File: config.mk
export PLATFORM = sky130hd
export DESIGN_NAME = ex_mem
export DESIGN_NICKNAME = d
export VERILOG_FILES = /design/src/rtl/ex_mem_pkg.sv /design/src/rtl/ex_mem.sv
export SDC_FILE = /design/constraint.sdc
export NUM_CORES = 1
export LEC_CHECK = 0
export ABC_AREA = 1
export CORE_ASPECT_RATIO = 2
export CORE_MARGIN = 1
export CORE_UTILIZATION = 42
export CTS_CLUSTER_SIZE = 28
export DETAILED_ROUTE_END_ITERATION = 10
export GPL_ROUTABILITY_DRIVEN = 0
export GPL_TIMING_DRIVEN = 1
export PLACE_DENSITY = 0.79
export RECOVER_POWER = 100
export REMOVE_ABC_BUFFERS = 1
export SYNTH_ARGS = -nofsm -noshare
export SYNTH_HDL_FRONTEND = slang
export SYNTH_SLANG_ARGS = --single-unit
File: constraint.sdc
create_clock -name clock -period 0.8 [get_ports clock]
set_input_delay 0.08 -clock clock [delete_from_list [all_inputs] [get_ports clock]]
set_output_delay 0.08 -clock clock [all_outputs]
set_load 0.02 [all_outputs]
File: src/rtl/ex_mem_pkg.sv
// Shared widths and constants for the EX/MEM pipeline register.
package ex_mem_pkg;
  localparam logic ENABLE  = 1'b1;
  localparam logic DISABLE = 1'b0;

  localparam int REGS_ADDR_BUS        = 5;
  localparam int REGS_DATA_BUS        = 32;
  localparam int DOUBLE_REGS_DATA_BUS = 2 * REGS_DATA_BUS;
  localparam int CNT_BUS              = 2;

  localparam logic [REGS_DATA_BUS-1:0] ZERO_WORD = '0;

  // Controller stall vector layout; EX and MEM bits are the pair this stage uses.
  localparam int STALL_BUS     = 6;
  localparam int STALL_EX_BIT  = 3;
  localparam int STALL_MEM_BIT = 4;
endpackage

File: src/rtl/ex_mem.sv
// EX/MEM pipeline register with flush/bubble/hold control and MADD/MSUB scratch state.
module ex_mem
  import ex_mem_pkg::*;
#(
  parameter int DATA_WIDTH = REGS_DATA_BUS,
  parameter int ADDR_WIDTH = REGS_ADDR_BUS,
  parameter int CNT_WIDTH  = CNT_BUS
) (
  input  logic                    clock,
  input  logic                    reset,
  input  logic                    stall_ex,
  input  logic                    stall_mem,
  input  logic                    flush,
  input  logic [ADDR_WIDTH-1:0]   ex_write_addr,
  input  logic                    ex_write_enable,
  input  logic [DATA_WIDTH-1:0]   ex_write_data,
  input  logic                    ex_write_hilo_enable,
  input  logic [DATA_WIDTH-1:0]   ex_write_hi_data,
  input  logic [DATA_WIDTH-1:0]   ex_write_lo_data,
  input  logic [2*DATA_WIDTH-1:0] ex_hilo_temp,
  input  logic [CNT_WIDTH-1:0]    ex_cnt,
  output logic [ADDR_WIDTH-1:0]   mem_write_addr,
  output logic                    mem_write_enable,
  output logic [DATA_WIDTH-1:0]   mem_write_data,
  output logic                    mem_write_hilo_enable,
  output logic [DATA_WIDTH-1:0]   mem_write_hi_data,
  output logic [DATA_WIDTH-1:0]   mem_write_lo_data,
  output logic [2*DATA_WIDTH-1:0] hilo_temp,
  output logic [CNT_WIDTH-1:0]    cnt,
  output logic                    mem_valid
);

  typedef struct packed {
    logic                  valid;
    logic [ADDR_WIDTH-1:0] addr;
    logic                  we;
    logic [DATA_WIDTH-1:0] data;
    logic                  hilo_we;
    logic [DATA_WIDTH-1:0] hi;
    logic [DATA_WIDTH-1:0] lo;
  } mem_entry_t;

  mem_entry_t entry;
  mem_entry_t ex_entry;

  assign ex_entry = '{valid:   ENABLE,
                      addr:    ex_write_addr,
                      we:      ex_write_enable,
                      data:    ex_write_data,
                      hilo_we: ex_write_hilo_enable,
                      hi:      ex_write_hi_data,
                      lo:      ex_write_lo_data};

  // A bubble still captures the step-0 partial product so EX can finish the
  // accumulate on the next cycle; completing an advance retires that state.
  always_ff @(posedge clock or negedge reset) begin
    if (!reset) begin
      entry     <= '0;
      hilo_temp <= '0;
      cnt       <= '0;
    end else if (flush) begin
      entry     <= '0;
      hilo_temp <= '0;
      cnt       <= '0;
    end else if (stall_ex && !stall_mem) begin
      entry     <= '0;
      hilo_temp <= ex_hilo_temp;
      cnt       <= ex_cnt;
    end else if (!stall_ex) begin
      entry     <= ex_entry;
      hilo_temp <= '0;
      cnt       <= '0;
    end
  end

  assign mem_valid             = entry.valid;
  assign mem_write_addr        = entry.addr;
  assign mem_write_enable      = entry.we;
  assign mem_write_data        = entry.data;
  assign mem_write_hilo_enable = entry.hilo_we;
  assign mem_write_hi_data     = entry.hi;
  assign mem_write_lo_data     = entry.lo;

endmodule

After elaboration in Yosys (flattened, before gate mapping)
Cells that the tools add are included.
{"block": "totals", "reg_bits": 170, "in_bits": 174, "wordCells": 21, "out_inout_bits": 170}
{"block": "op_classes", "n_reduce_logical": 2, "n_eq_ne": 1, "muxes": 9}
{"operator": "2-to-1 mux 104 bit", "count": 3}
{"operator": "2-to-1 mux 64 bit", "count": 3}
{"operator": "2-to-1 mux 2 bit", "count": 3}
{"operator": "inequality test 3 x 1 -> 1 bit (second input constant)", "count": 1}
{"operator": "logical AND 1 bit", "count": 1}
{"operator": "zero test 1 bit", "count": 1}

Depth between registers and ports, before layout
Gate-level depths: netlist of the first run.
{"block": "logic_depth", "ltp_word": 4, "ltp_mapped": 6, "ltp_nobuf": 3}

Least setup slack after synthesis of the first run
Ideal clock, no wire load.
{"block": "synth_path", "path_kind": "in2reg", "from": "input stall_mem", "to": "register hilo_temp[10]", "path_buffers": 3, "cell_stages": 6, "path_slack_ns": 0.020, "required_time_ns": 0.682, "arrival_ns": 0.661, "setup_time_ns": 0.118, "path_cell_list": "buf_4 -> inv_2 -> buf_4 -> buf_4 -> nand4_1 -> nand2_1"}
{"block": "synth_via", "elab_chain_len": 4, "elab_cells_between_ends": 5, "classes_between": "1 x eq/ne; 2 x mux; 2 x reduce/logical"}
{"element": "start: declaration", "line": "ex_mem.sv:12", "source": "input logic stall_mem,"}
{"element": "zero test 1 bit (*)", "line": "ex_mem.sv:65", "source": "end else if (stall_ex && !stall_mem) begin"}
{"element": "logical AND 1 bit (*)", "line": "ex_mem.sv:65"}
{"element": "2-to-1 mux 64 bit", "line": "ex_mem.sv:65"}
{"element": "2-to-1 mux 64 bit", "line": "ex_mem.sv:61", "source": "end else if (flush) begin"}
{"element": "end signal: assignment", "line": "ex_mem.sv:67", "source": "hilo_temp <= ex_hilo_temp;"}
{"element": "end: declaration", "line": "ex_mem.sv:28", "source": "output logic [2*DATA_WIDTH-1:0] hilo_temp,"}
Mark *: on every way between the ends. The rest lies on a longest branch, timed or not.
A chain may end at the register's enable or synchronous reset.

Worst setup path in the final report of the first run
{"block": "layout_path", "from": "register entry (netlist bit mem_write_data[16])", "to": "output mem_write_data[16]"}
{"element": "start: declaration", "line": "ex_mem.sv:43", "source": "mem_entry_t entry;"}
{"element": "start signal: assignment", "line": "ex_mem.sv:70", "source": "entry <= ex_entry;"}
{"element": "end: declaration", "line": "ex_mem.sv:24", "source": "output logic [DATA_WIDTH-1:0] mem_write_data,"}
No word-level cell between the ends.

==> results.tsv, run 1 <==
stage	metric	value	unit
finish	Post-Layout Cell Count	1404	
sta	Worst Clk Skew	0	ps
yosys	Synth area leader	dfrtp_1	
clock_network	# H-tree levels	4	
routing	drt wl/cell	19.6	um
clock_network	maximum buffer depth of the clock tree	2	
floorplanning	Die X	96.1	um
sta	Max Slew Vio Count	0	
setup_path	Worst R2R Setup Slack	-90	ps
routing	drt via density	5.70	
finish	fin nets	1354	
finish	fill count	1131	
worst_hold_path	Hold Crit Start	flush	
routing	antenna viol nets, final	0	
floorplanning	Starting Density	0.430	
sta	Worst slew margin	0.519	
yosys	EDFF count, synth	0	
setup_path	RR Startpoint	hilo_temp[0]	
clock_network	Clock Latency Late Sink	410	ps
yosys	post-synth cell types	13	
setup_path	CP required	720	ps
sta	RSZ-0062 raised after global routing	true	
setup_path	Worst path slowest cell	dfrtp_1	
place	placed cells	1298	
yosys	most numerous cell in the Yosys netlist	nand4_1	
global_route	first-pass GRT wire length	40.1	mm
floorplanning	die height	190	um
floorplanning	io pins	344	
clock_network	clk root buf	clkbuf_16	
clock_network	clock-pin slew on the worst setup and hold paths	60	ps
routing	vias	7997	
setup_path	RR Endpoint	hilo_temp[0]	
yosys	Yosys top cell area share	0.572	
clock_network	Num CTS Buffers	17	
clock_network	CTS tree	yes	
sta	post-route clock period utilization	1.34	
floorplanning	Core Area	17300	um^2
routing	DRT iter0 DRCs	352	
yosys	Syn Inst Count	782	
yosys	Primary FF master, synth	dfrtp_1	
yosys	#FFs+latches synth	170	
status	failing checks	hold timing, setup timing	
yosys	register area share after synthesis	0.572	
sta	final setup margin	-270	ps
setup_path	arrival time at the worst endpoint	990	ps
yosys	Synth Warn #	0	
power_and_ir_drop	static leakage	0.00648	uW
setup_path	crit path capture type	output port	
setup_path	cell family with most CP delay	flip-flops	
worst_hold_path	worst hold endpoint	mem_valid	
clock_network	clock sink total	170	
yosys	top post-synthesis cells by area	dfrtp_1 (57%), nand4_1 (20%), nand2_1 (8.6%)	
global_route	Global Route Usage Sum	0.290	
global_route	total grt overflow	0	
sta	Worst-Margin Slew	721	ps
yosys	most common library cells after synthesis	nand4_1 (235), dfrtp_1 (170), nand2_1 (170)	
yosys	post-synthesis async set-or-reset flop share	1.00	
power_and_ir_drop	PwrDens	1710	nW/um^2
place	DP HPWL	17.4	mm
finish	fraction of layout cells with a size suffix above 1	0.285	
floorplanning	die area	18300	um^2
setup_path	CP peak stage delay	410	ps
job	Max-Cap Viols	0	
global_route	antenna violations before repair	1	
status	status	complete, but fails checks	
setup_path	worst-path fanout max	2	
sta	Final min period	1070	ps
place	Port Buf Inserts	343	
worst_hold_path	type of the tightest min-delay check	input pin to register	
sta	final hold vios	1	
global_route	pin count of the biggest net entering global routing	57	
sta	Setup violations, final	390	
power_and_ir_drop	worst ir drop on vdd	1.31	mV
worst_hold_path	Hold Crit Depth	2	
setup_path	WP buf/inv	1	
yosys	syn avg cell area	9.51	um^2
yosys	synthesized area	7430	um^2
routing	Total Wirelength	27.5	mm
floorplanning	standard-cell rows	68	
setup_path	depth of the most critical reg-to-reg path	4	
setup_path	critical path cell sequence	buf_6	
sta	final hold slack	-0.719	ps
finish	utilization after layout	0.737	
routing	Pre-Repair DR Iteration Count	5	
sta	max frequency	934	MHz
finish	Layout area overhead	71.3	%
setup_path	Worst Setup Start Kind	register	
setup_path	Crit Path Class	register to output port	
routing	DRC	0	
global_route	vias in the first global route	7686	
[state kept, by name, indices dropped and copies added (netlist names)]
| signal | count |
|---|---|
| mem_write_hi_data | 32 |
| hilo_temp | 64 |
| mem_write_addr | 5 |
| mem_write_lo_data | 32 |
| cnt | 2 |
| mem_valid | 1 |
| mem_write_data | 32 |
| mem_write_hilo_enable | 1 |
| mem_write_enable | 1 |
[cell usage in the layout (no fill, tap or decap)]
cell type | synthesis | routed
diode_2 | 0 | 1
buf_12 | 0 | 15
nand4_1 | 235 | 235
a21oi_1 | 1 | 1
buf_2 | 71 | 3
clkinv_2 | 0 | 3
clkbuf_1 | 6 | 2
clkinvlp_4 | 0 | 1
dfrtp_1 | 170 | 170
clkdlybuf4s50_1 | 0 | 169
clkbuf_8 | 0 | 5
clkbuf_16 | 0 | 17
dlygate4sd3_1 | 0 | 2
inv_2 | 1 | 2
buf_4 | 18 | 80
nand2_1 | 170 | 170
buf_6 | 1 | 204
clkbuf_4 | 0 | 3
clkinv_4 | 0 | 4
nand3_1 | 103 | 103
bufinv_16 | 0 | 2
clkbuf_2 | 0 | 1
dlygate4sd2_1 | 0 | 1
[power by group]
group	switching [uW]	internal, uW	leakage [uW]
combinational	1990	2080	0.00389
clock	3400	5030	0.000299
sequential	289	8950	0.00229
total	5690	16100	0.00648
[per-stage QoR]
step	total power [uW]	hold slack (ps)	setup slack [ps]	setup TNS (ps)	area (um^2)
after floorplan	10400	-216	-4960	-837280	6890
after global placement	13000	-35.0	-556	-123090	11300
after detailed placement	13000	-31.9	-587	-124430	11300
after CTS	21800	2.89	-277	-42160	12500
after global routing	22500	-5.46	-301	-78090	12700
final	21800	-0.719	-270	-52020	12700
[area by class of cell]
type	count	area (um^2)	area share
repair buffers	479	4960	0.390
well taps	210	263	0.0206
diodes	1	2.50	0.000196
multi-input cells	509	2630	0.206
flip-flops and latches	170	4250	0.334
clock buffers	23	498	0.0391
inverters	3	12.5	0.000982
clock inverters	9	113	0.00884
[worst max-delay path by stage]
stage	from	to	slack, ps	depth (start not counted)
2_1_floorplan	flush	cnt[0]	-4960	3
3_3_place_gp	flush	hilo_temp[23]	-560	5
3_5_place_dp	flush	cnt[0]	-590	5
4_1_cts	mem_write_data[16]	mem_write_data[16]	-280	1
5_1_grt	mem_write_hi_data[2]	mem_write_hi_data[2]	-300	1
6_report	mem_write_data[16]	mem_write_data[16]	-270	1
[what timing repair did]
item | 4_1_cts | 5_1_grt
hold endpoints to repair | 173 | 0
setup buffers | 48 | 43
resized for setup | 1017 | 31
hold buffers | 2 | 0
setup endpoints to repair | 336 | 204
pin swaps | 8 | 32
[cells by family (layout without fill, tap and decap cells)]
group / after synthesis / in the layout / synth area share
AOI/OAI and AO/OA: 1 / 1 / 0.000673
buffers and inverters: 103 / 514 / 0.0741
DFF: 170 / 170 / 0.572
other: 0 / 1 / 0
and+or+nand+nor: 508 / 508 / 0.353
[layer usage]
metal	part of all wire	track usage	vias up
met5	0	0	-
met4	0.059	0.180	0
met3	0.068	0.0719	100
met2	0.52	0.488	382
met1	0.35	0.317	3862
li1	-	-	3653
Note: power is estimated with default switching activity, not from simulation.
==> inputs of run 2 (changes only) <==
--- a/config.mk
+++ b/config.mk
@@ -12,7 +12,6 @@
 export CTS_CLUSTER_SIZE = 28
 export DETAILED_ROUTE_END_ITERATION = 10
 export GPL_ROUTABILITY_DRIVEN = 0
-export GPL_TIMING_DRIVEN = 1
 export PLACE_DENSITY = 0.79
 export RECOVER_POWER = 100
 export REMOVE_ABC_BUFFERS = 1
==> results of run 2 <==
Final layout, timing and power as in run 1 (identical DEF).
